## config.mk

```make
export PLATFORM = sky130hd
export DESIGN_NAME = svv_push_arbiter
export DESIGN_NICKNAME = d
export VERILOG_FILES = /design/src/rtl/svv_push_arbiter.sv
export SDC_FILE = /design/constraint.sdc
export NUM_CORES = 1
export LEC_CHECK = 0
export CAP_MARGIN = 15
export CORE_ASPECT_RATIO = 0.9
export CORE_MARGIN = 4
export CORE_UTILIZATION = 37
export CTS_BUF_LIST = sky130_fd_sc_hd__clkbuf_8
export CTS_CLUSTER_SIZE = 20
export DETAILED_ROUTE_END_ITERATION = 8
export PLACE_DENSITY = 0.86
export SYNTH_ARGS = -nofsm -noshare
export SYNTH_HDL_FRONTEND = slang
export SYNTH_SLANG_ARGS = --single-unit
```

## constraint.sdc

```tcl
create_clock -name clk_i -period 4.1 [get_ports clk_i]
set_clock_uncertainty 0.2 [all_clocks]
set_input_delay 0.615 -clock clk_i [delete_from_list [all_inputs] [get_ports clk_i]]
set_output_delay 0.615 -clock clk_i [all_outputs]
set_load 0.1 [all_outputs]
```

## src/rtl/svv_push_arbiter.sv

```systemverilog
// Round-robin push arbiter in front of a shared status_value_vector: NREQ producers
// push {id, data} entries, one consumer pulls them, and a flush drains the vector.
module svv_push_arbiter #(
  parameter  int NREQ  = 4,
  parameter  int WIDTH = 8,
  parameter  int DEPTH = 64,
  localparam int IDW   = $clog2(NREQ),
  localparam int CW    = $clog2(DEPTH + 1)
) (
  input  logic                  clk_i,
  input  logic                  rst_i,
  input  logic [NREQ-1:0]       req_valid_i,
  input  logic [NREQ*WIDTH-1:0] req_data_i,
  output logic [NREQ-1:0]       req_ready_o,
  output logic                  out_valid_o,
  input  logic                  out_ready_i,
  output logic [WIDTH-1:0]      out_data_o,
  output logic [IDW-1:0]        out_id_o,
  input  logic                  flush_i,
  output logic                  flush_done_o,
  output logic [CW-1:0]         count_o,
  output logic                  err_o,
  output logic                  vec_push_o,
  output logic                  vec_pull_o,
  output logic [WIDTH+IDW-1:0]  vec_value_o,
  input  logic [WIDTH+IDW-1:0]  vec_value_i,
  input  logic                  vec_valid_i,
  input  logic                  vec_full_i
);

  typedef enum logic {
    ST_RUN   = 1'b0,
    ST_FLUSH = 1'b1
  } state_e;

  state_e           state;
  logic [IDW-1:0]   ptr;
  logic             in_run;
  logic             pull;
  logic             push_ok;
  logic             found;
  logic [IDW-1:0]   grant_idx;
  logic [IDW:0]     cand;
  logic [NREQ-1:0]  grant;
  logic [WIDTH-1:0] req_data_a [NREQ];
  logic             cons_err;
  logic             sat_err;

  always_comb begin
    for (int i = 0; i < NREQ; i++) begin
      req_data_a[i] = req_data_i[i*WIDTH +: WIDTH];
    end
  end

  assign in_run      = (state == ST_RUN);
  assign out_valid_o = in_run & vec_valid_i;

  // While flushing every valid entry is pulled and discarded, regardless of the consumer.
  assign pull    = ~rst_i & vec_valid_i & (in_run ? out_ready_i : 1'b1);
  assign push_ok = ~rst_i & in_run & ~flush_i & (~vec_full_i | pull);

  // NOTE: every signal gets a default at the top of an always_comb so that no path
  // leaves it unassigned, which would otherwise infer a latch.
  always_comb begin
    found     = 1'b0;
    grant_idx = '0;
    cand      = '0;
    for (int k = 0; k < NREQ; k++) begin
      cand = {1'b0, ptr} + (IDW+1)'(k);
      if (cand >= (IDW+1)'(NREQ)) begin
        cand = cand - (IDW+1)'(NREQ);
      end
      if (push_ok && !found && req_valid_i[cand[IDW-1:0]]) begin
        found     = 1'b1;
        grant_idx = cand[IDW-1:0];
      end
    end
    grant = found ? (NREQ'(1) << grant_idx) : '0;
  end

  assign req_ready_o = grant;
  assign vec_push_o  = found;
  assign vec_pull_o  = pull;
  // With no grant grant_idx is zero, so the idle value is {0, slice 0}.
  assign vec_value_o = {grant_idx, req_data_a[grant_idx]};

  assign out_data_o = vec_value_i[WIDTH-1:0];
  assign out_id_o   = vec_value_i[WIDTH+IDW-1:WIDTH];

  assign cons_err = ((count_o != '0) != vec_valid_i) |
                    ((count_o == CW'(DEPTH)) != vec_full_i);
  assign sat_err  = (found & ~pull & (count_o == CW'(DEPTH))) |
                    (pull & ~found & (count_o == '0));

  // NOTE: sequential state uses non-blocking assignments so every register samples
  // the pre-edge values, independent of statement order.
  always_ff @(posedge clk_i) begin
    if (rst_i) begin
      state        <= ST_RUN;
      ptr          <= '0;
      count_o      <= '0;
      err_o        <= 1'b0;
      flush_done_o <= 1'b0;
    end else begin
      flush_done_o <= 1'b0;
      case (state)
        ST_RUN: begin
          if (flush_i) state <= ST_FLUSH;
        end
        ST_FLUSH: begin
          if (!vec_valid_i) begin
            state        <= ST_RUN;
            flush_done_o <= 1'b1;
          end
        end
      endcase

      if (found) begin
        ptr <= (grant_idx == IDW'(NREQ - 1)) ? '0 : grant_idx + IDW'(1);
      end

      if (found && !pull && (count_o != CW'(DEPTH))) begin
        count_o <= count_o + CW'(1);
      end else if (pull && !found && (count_o != '0)) begin
        count_o <= count_o - CW'(1);
      end

      if (cons_err || sat_err) begin
        err_o <= 1'b1;
      end
    end
  end

endmodule

```

==> Word level (Yosys, flattened, before mapping) <==
Cells that the tools add are included.
W data, S select, Z words.
{ "word_totals": {"reg_bits": 12, "input_bits": 52, "output_inout_bits": 36, "word_cells": 103} }
{ "op_classes": {"add_sub_neg": 10, "magnitude_cmp": 9, "n_eq_ne": 5, "shift": 1, "n_mux": 32, "bitwise_logic": 20, "n_reduce_logical": 21} }
{ "ops": {"columns": ["operator", "count"], "rows": [
  ["$mux W2", 9],
  ["$bmux W8 S2", 1],
  ["$mux W8", 2],
  ["$mux W7", 2],
  ["$ge A3 B3 Y1 const B", 4],
  ["$lt A2 B3 Y1 const B", 4],
  ["$mux W1", 12],
  ["$logic_and A1 B1 Y1", 11],
  ["$and A1 B1 Y1", 10],
  ["$bmux W1 S2", 4],
  ["$sub A2 B1 Y2 const B", 4],
  ["$add A7 B1 Y7 const B", 1],
  ["$eq A7 B7 Y1 const B", 1],
  ["$logic_not A7 Y1", 1],
  ["$ne A7 B7 Y1 const B", 1],
  ["$reduce_bool A7 Y1", 1],
  ["$sub A7 B1 Y7 const B", 1],
  ["$add A2 B2 Y3 const B", 2],
  ["$not A1 Y1", 6],
  ["$logic_not A1 Y1", 5],
  ["$mux W4", 1],
  ["$shl A1 B2 Y4 const A", 1],
  ["$add A2 B1 Y3 const B", 1],
  ["$ge A2 B3 Y1 const B", 1],
  ["other kinds (9)", 12]
]} }

==> Depth between registers and ports, before layout <==
{ "depth": {"ltp_word": 24, "depth_mapped": 10, "mapped_depth_nobuf": 10} }

==> Worst setup path after synthesis <==
No wires, ideal clock.
{ "synth_timing": {"kind": "input -> output", "from": "input port rst_i", "to": "output port vec_value_o[0]", "t_arrival_ns": 3.506, "required_ns": 3.285, "slack_ns": -0.221, "stages": 5, "path_buffers": 0, "path_cell_list": "or3_4 -> nor2_1 -> o221ai_1 -> inv_2 -> mux2i_1"} }
{ "synth_between": {"elab_chain_len": 23, "elab_cells_between_ends": 28, "classes_between": "mux (10); bitwise (8); reduce/logical (10)"} }
{ "synth_lines": {"columns": ["item", "line_no", "rtl"], "rows": [
  ["from (decl)", "11", "input logic rst_i,"],
  ["$not A1 Y1 (*)", "59, 60", null],
  ["$and A1 B1 Y1 (2 in a row)", "59", "assign pull = ~rst_i & vec_valid_i & (in_run ? out_ready_i : 1'b1);"],
  ["$or A1 B1 Y1", "60", "assign push_ok = ~rst_i & in_run & ~flush_i & (~vec_full_i | pull);"],
  ["$and A1 B1 Y1 (*)", "60", null],
  ["$logic_and A1 B1 Y1", "73", "if (push_ok && !found && req_valid_i[cand[IDW-1:0]]) begin"],
  ["$mux W1", "73", null],
  ["$logic_not A1 Y1", "73", null],
  ["$logic_and A1 B1 Y1 (2 in a row)", "73", null],
  ["[4 not listed]", null, null],
  ["$mux W1", "73", null],
  ["$logic_not A1 Y1", "73", null],
  ["$logic_and A1 B1 Y1 (2 in a row)", "73", null],
  ["$mux W2 (*)", "73", null],
  ["named net vec_value_o[9]", "25", "output logic [WIDTH+IDW-1:0] vec_value_o,"],
  ["$not A2 Y3 (not written as such) (*)", "85", "assign vec_value_o = {grant_idx, req_data_a[grant_idx]};"],
  ["$bmux W8 S2 (*)", "85", null],
  ["$mux W8 (not written as such) (*) (2 in a row)", "85", null],
  ["to (decl)", "25", null]
]} }
Mark *: on every way through the listed nets, which the timed path passes. The rest lies on a longest branch. The select of a mux whose other input is x is not followed.

==> Worst setup path in the final report <==
{ "layout_timing": {"from": "input port rst_i", "to": "output port vec_value_o[7]"} }
{ "layout_between": {"elab_chain_len": 23, "elab_cells_between_ends": 28, "classes_between": "mux (10); bitwise (8); reduce/logical (10)"} }
{ "layout_lines": {"columns": ["item", "line_no"], "rows": [
  ["$not A1 Y1 (*)", "59, 60"],
  ["$and A1 B1 Y1 (2 in a row)", "59"],
  ["$or A1 B1 Y1", "60"],
  ["$and A1 B1 Y1 (*)", "60"],
  ["$logic_and A1 B1 Y1", "73"],
  ["$mux W1", "73"],
  ["$logic_not A1 Y1", "73"],
  ["$logic_and A1 B1 Y1 (2 in a row)", "73"],
  ["[2 not listed]", null],
  ["$logic_and A1 B1 Y1 (2 in a row)", "73"],
  ["$mux W1", "73"],
  ["$logic_not A1 Y1", "73"],
  ["$logic_and A1 B1 Y1 (2 in a row)", "73"],
  ["$mux W2 (*)", "73"],
  ["$not A2 Y3 (not written as such) (*)", "85"],
  ["$bmux W8 S2 (*)", "85"],
  ["$mux W8 (not written as such) (*) (2 in a row)", "85"]
]} }
Every way passes the cells marked *; elsewhere a longest branch is shown, timed or not. The select of a mux whose other input is x is not followed.

==> metrics.md <==
| Metric | Value |
|---|---|
| Outcome | `complete, no violations` |
| P&R area growth vs syn | `67.05%` |
| Chip height | `64.13 µm` |
| Post-CTS Hold Buffers | `0` |
| Tmin final | `3800 ps` |
| FF+latch count, synth | `12` |
| Root Buffer | `clkbuf_8` |
| Io pins | `88` |
| Power Dens Cells | `334.3 nW/µm²` |
| Top delay family on crit path | `buffers and inverters` |
| Worst r2r dst | `count_o[6]` |
| DR WL/cell | `14.85 µm` |
| Slowest stage cell, crit path | `clkdlybuf4s50_1` |
| Inserted Clock Buffers | `3` |
| Synthesis warning total | `0` |
| Data arrival time of the critical path | `2990 ps` |
| Final HPWL DP | `3.237 mm` |
| Post-Syn Instances | `154` |
| Via count | `1348` |
| Initial antenna violation count | `0` |
| Vias per cell | `5.185` |
| Diode count | `0` |
| FILL cells | `268` |
| Maximum vdd drop | `0.2941 mV` |
| # setup viols final | `0` |
| Hold Path Cell Cnt | `2` |
| TritonCTS clock tree | `done` |
| Setup bufs post-CTS | `0` |
| Clock sink count | `12` |
| Aggregate global routing overflow | `0` |
| Worst hold start | `err_o` |
| DR pass1 iterations | `4` |
| Worst R2R Start | `state` |
| Worst hold path endpoint | `err_o` |
| Worst Hold Class | `reg2reg` |
| Inst Count DP | `256` |
| Flop-to-flop setup slack | `1070 ps` |
| RD Place Congestion | `0.8991` |
| Register area share after synthesis | `18.55%` |
| First-pass GRT wire length | `6.292 mm` |
| Initial core utilization | `38.33%` |
| Gr usage total | `16.78%` |
| Largest net degree at the start of global routing | `15` |
| Final Max Slew Viols | `0` |
| Die ar. | `4512 µm²` |
| Post_cts resized | `0` |
| H-tree Lvls | `1` |
| Final Net Count | `280` |
| Met2 GRT Util | `29.21%` |
| Mapped Area | `1295 µm²` |
| Clock buffer depth | `2` |
| Routed wire length | `3.861 mm` |
| Syn_nets | `217` |
| Synth cell types | `42` |
| CP Launch Type | `input port` |
| Max-cap check violation count | `0` |
| Worst EP required | `3280 ps` |
| Pleak | `0.9781 nW` |
| Critical path class | `in2out` |
| Worst path depth | `8` |
| M1 GR Usage | `21.42%` |
| RSZ-0062 raised after global routing | `false` |
| Count of flip-flops with a built-in enable after synthesis | `0` |
| Worst Setup End Kind | `primary output` |
| Crit Path Max Fanout | `13` |
| Die outline width | `70.36 µm` |
| Clock-pin slew on the worst setup and hold paths | `50 ps` |
| Core region area | `3378 µm²` |
| CP Cell Sequence | `clkdlybuf4s50_1 > or3_4 > nor2_1 > o221ai_2 > buf_4 > mux2i_1 > mux2i_1 > buf_12` |
| Crit share post-route | `92.69%` |
| Fin. Hold Viols | `0` |
| Max-slew headroom | `34.93%` |
| Tot Pwr | `723.2 µW` |
| Vias in the first global route | `1340` |
| Final std cells w/o fill | `260` |
| Antenna Nets Post-Route | `0` |
| Layout cells sized above 1 | `16.20%` |
| F_max | `263.1 MHz` |
| Setup_tns | `0 ps` |
| Area of placed instances | `2108 µm²` |
| Skew-Pair Late Insertion Delay | `240 ps` |
| Final WS setup | `299.6 ps` |
| Post-route core utilization | `64.04%` |
| Worst stage delay on the critical path | `540 ps` |
| Fin area | `2163 µm²` |
| Reg2Reg Depth | `9` |
| DP Worst Slack | `162.2 ps` |
| WHS | `252.8 ps` |
| PortBufs | `67` |
| Met3 Usage GRT | `4.560%` |
| Row count | `20` |
| Drt first-iter violations | `49` |
| Post-synth ARST share | `0%` |
| Synth Flop Type | `dfxtp_1` |
| Crit path buf inv count | `3` |
| Syn Area/Cell | `8.409 µm²` |
| Residual DRC | `0` |
| Gr busiest metal | `met2` |
| Tightest Pin Transition | `973.0 ps` |
| Most used cell, CP | `mux2i_1` |
## cells in the final DEF, fill, tap and decap left out, types with 5 or more instances in the layout
cell type and n:
nand3_1 9, a21oi_1 10, buf_12 15, nor2_1 9, o21ai_0 5, dfxtp_1 12, buf_4 7, clkdlybuf4s50_1 50
ha_1 10, inv_1 9, mux2i_1 27
## cell families after synthesis
logic type,after synthesis,synth area share (%)
AOI/OAI and AO/OA,29,14.49
and+or+nand+nor,47,20.68
muxes,28,22.61
DFF,12,18.55
buffers and inverters,25,11.11
xor gates and xnor gates,2,1.353
adders and majority gates,11,11.21
## synthesized netlist by cell type, drive strengths merged, types with 2 or more instances
master	count	area share, %
nor4	3	1.4
nor3	5	2.8
ha	10	9.7
o221ai	2	1.4
dfxtp	12	19
nor2	9	2.6
mux2i	27	21
o22ai	3	1.4
a21oi	10	3.9
buf	13	7.6
nand3	9	3.5
and2	4	1.9
or3	3	1.8
inv	11	3.2
nor2b	4	1.9
o21ai	5	1.9
nand2	4	1.2
## area by class of cell
class	count	area [µm²]	area share, %
multi-input combinational	117	918.4	42.45
inverter	11	41.29	1.909
tap	44	55.05	2.545
timing repair buffer	72	853.3	39.44
sequential	12	240.2	11.10
clock buffer	4	55.05	2.545
## worst max path at each step
stage	startpoint	end	slack (ps)
floorplan	rst_i	vec_value_o[0]	-220
global placement	rst_i	count_o[6]	280
detailed placement	rst_i	count_o[6]	160
CTS	rst_i	vec_value_o[7]	260
global route	rst_i	vec_value_o[7]	120
finish	rst_i	vec_value_o[7]	300
## where the power goes
group          internal (mW)  switching [mW]  leakage, nW
combinational          0.170           0.277        0.851
clock                 0.0847          0.0419       0.0288
sequential             0.132          0.0182       0.0985
total                  0.386           0.337        0.978
## metal layers
layer | share of wire [%] | vias up
met5 | 0 | -
met4 | 0 | 0
met3 | 6.0 | 0
met2 | 51 | 39
met1 | 43 | 632
li1 | - | 677
## sequential cells by signal, summed over array words and instances, names as in the netlist
signal,cells
ptr,2
state,1
flush_done_o,1
err_o,1
count_o,7
## worst reg2reg max path, delay by kind of cell (launching register included)
family | cells | cell delay [ps]
adders and majority gates | 1 | 400
muxes | 1 | 520
AOI/OAI and AO/OA | 2 | 430
DFF | 1 | 350
and+or+nand+nor | 5 | 1080
Power figures use the tool's default switching activity.
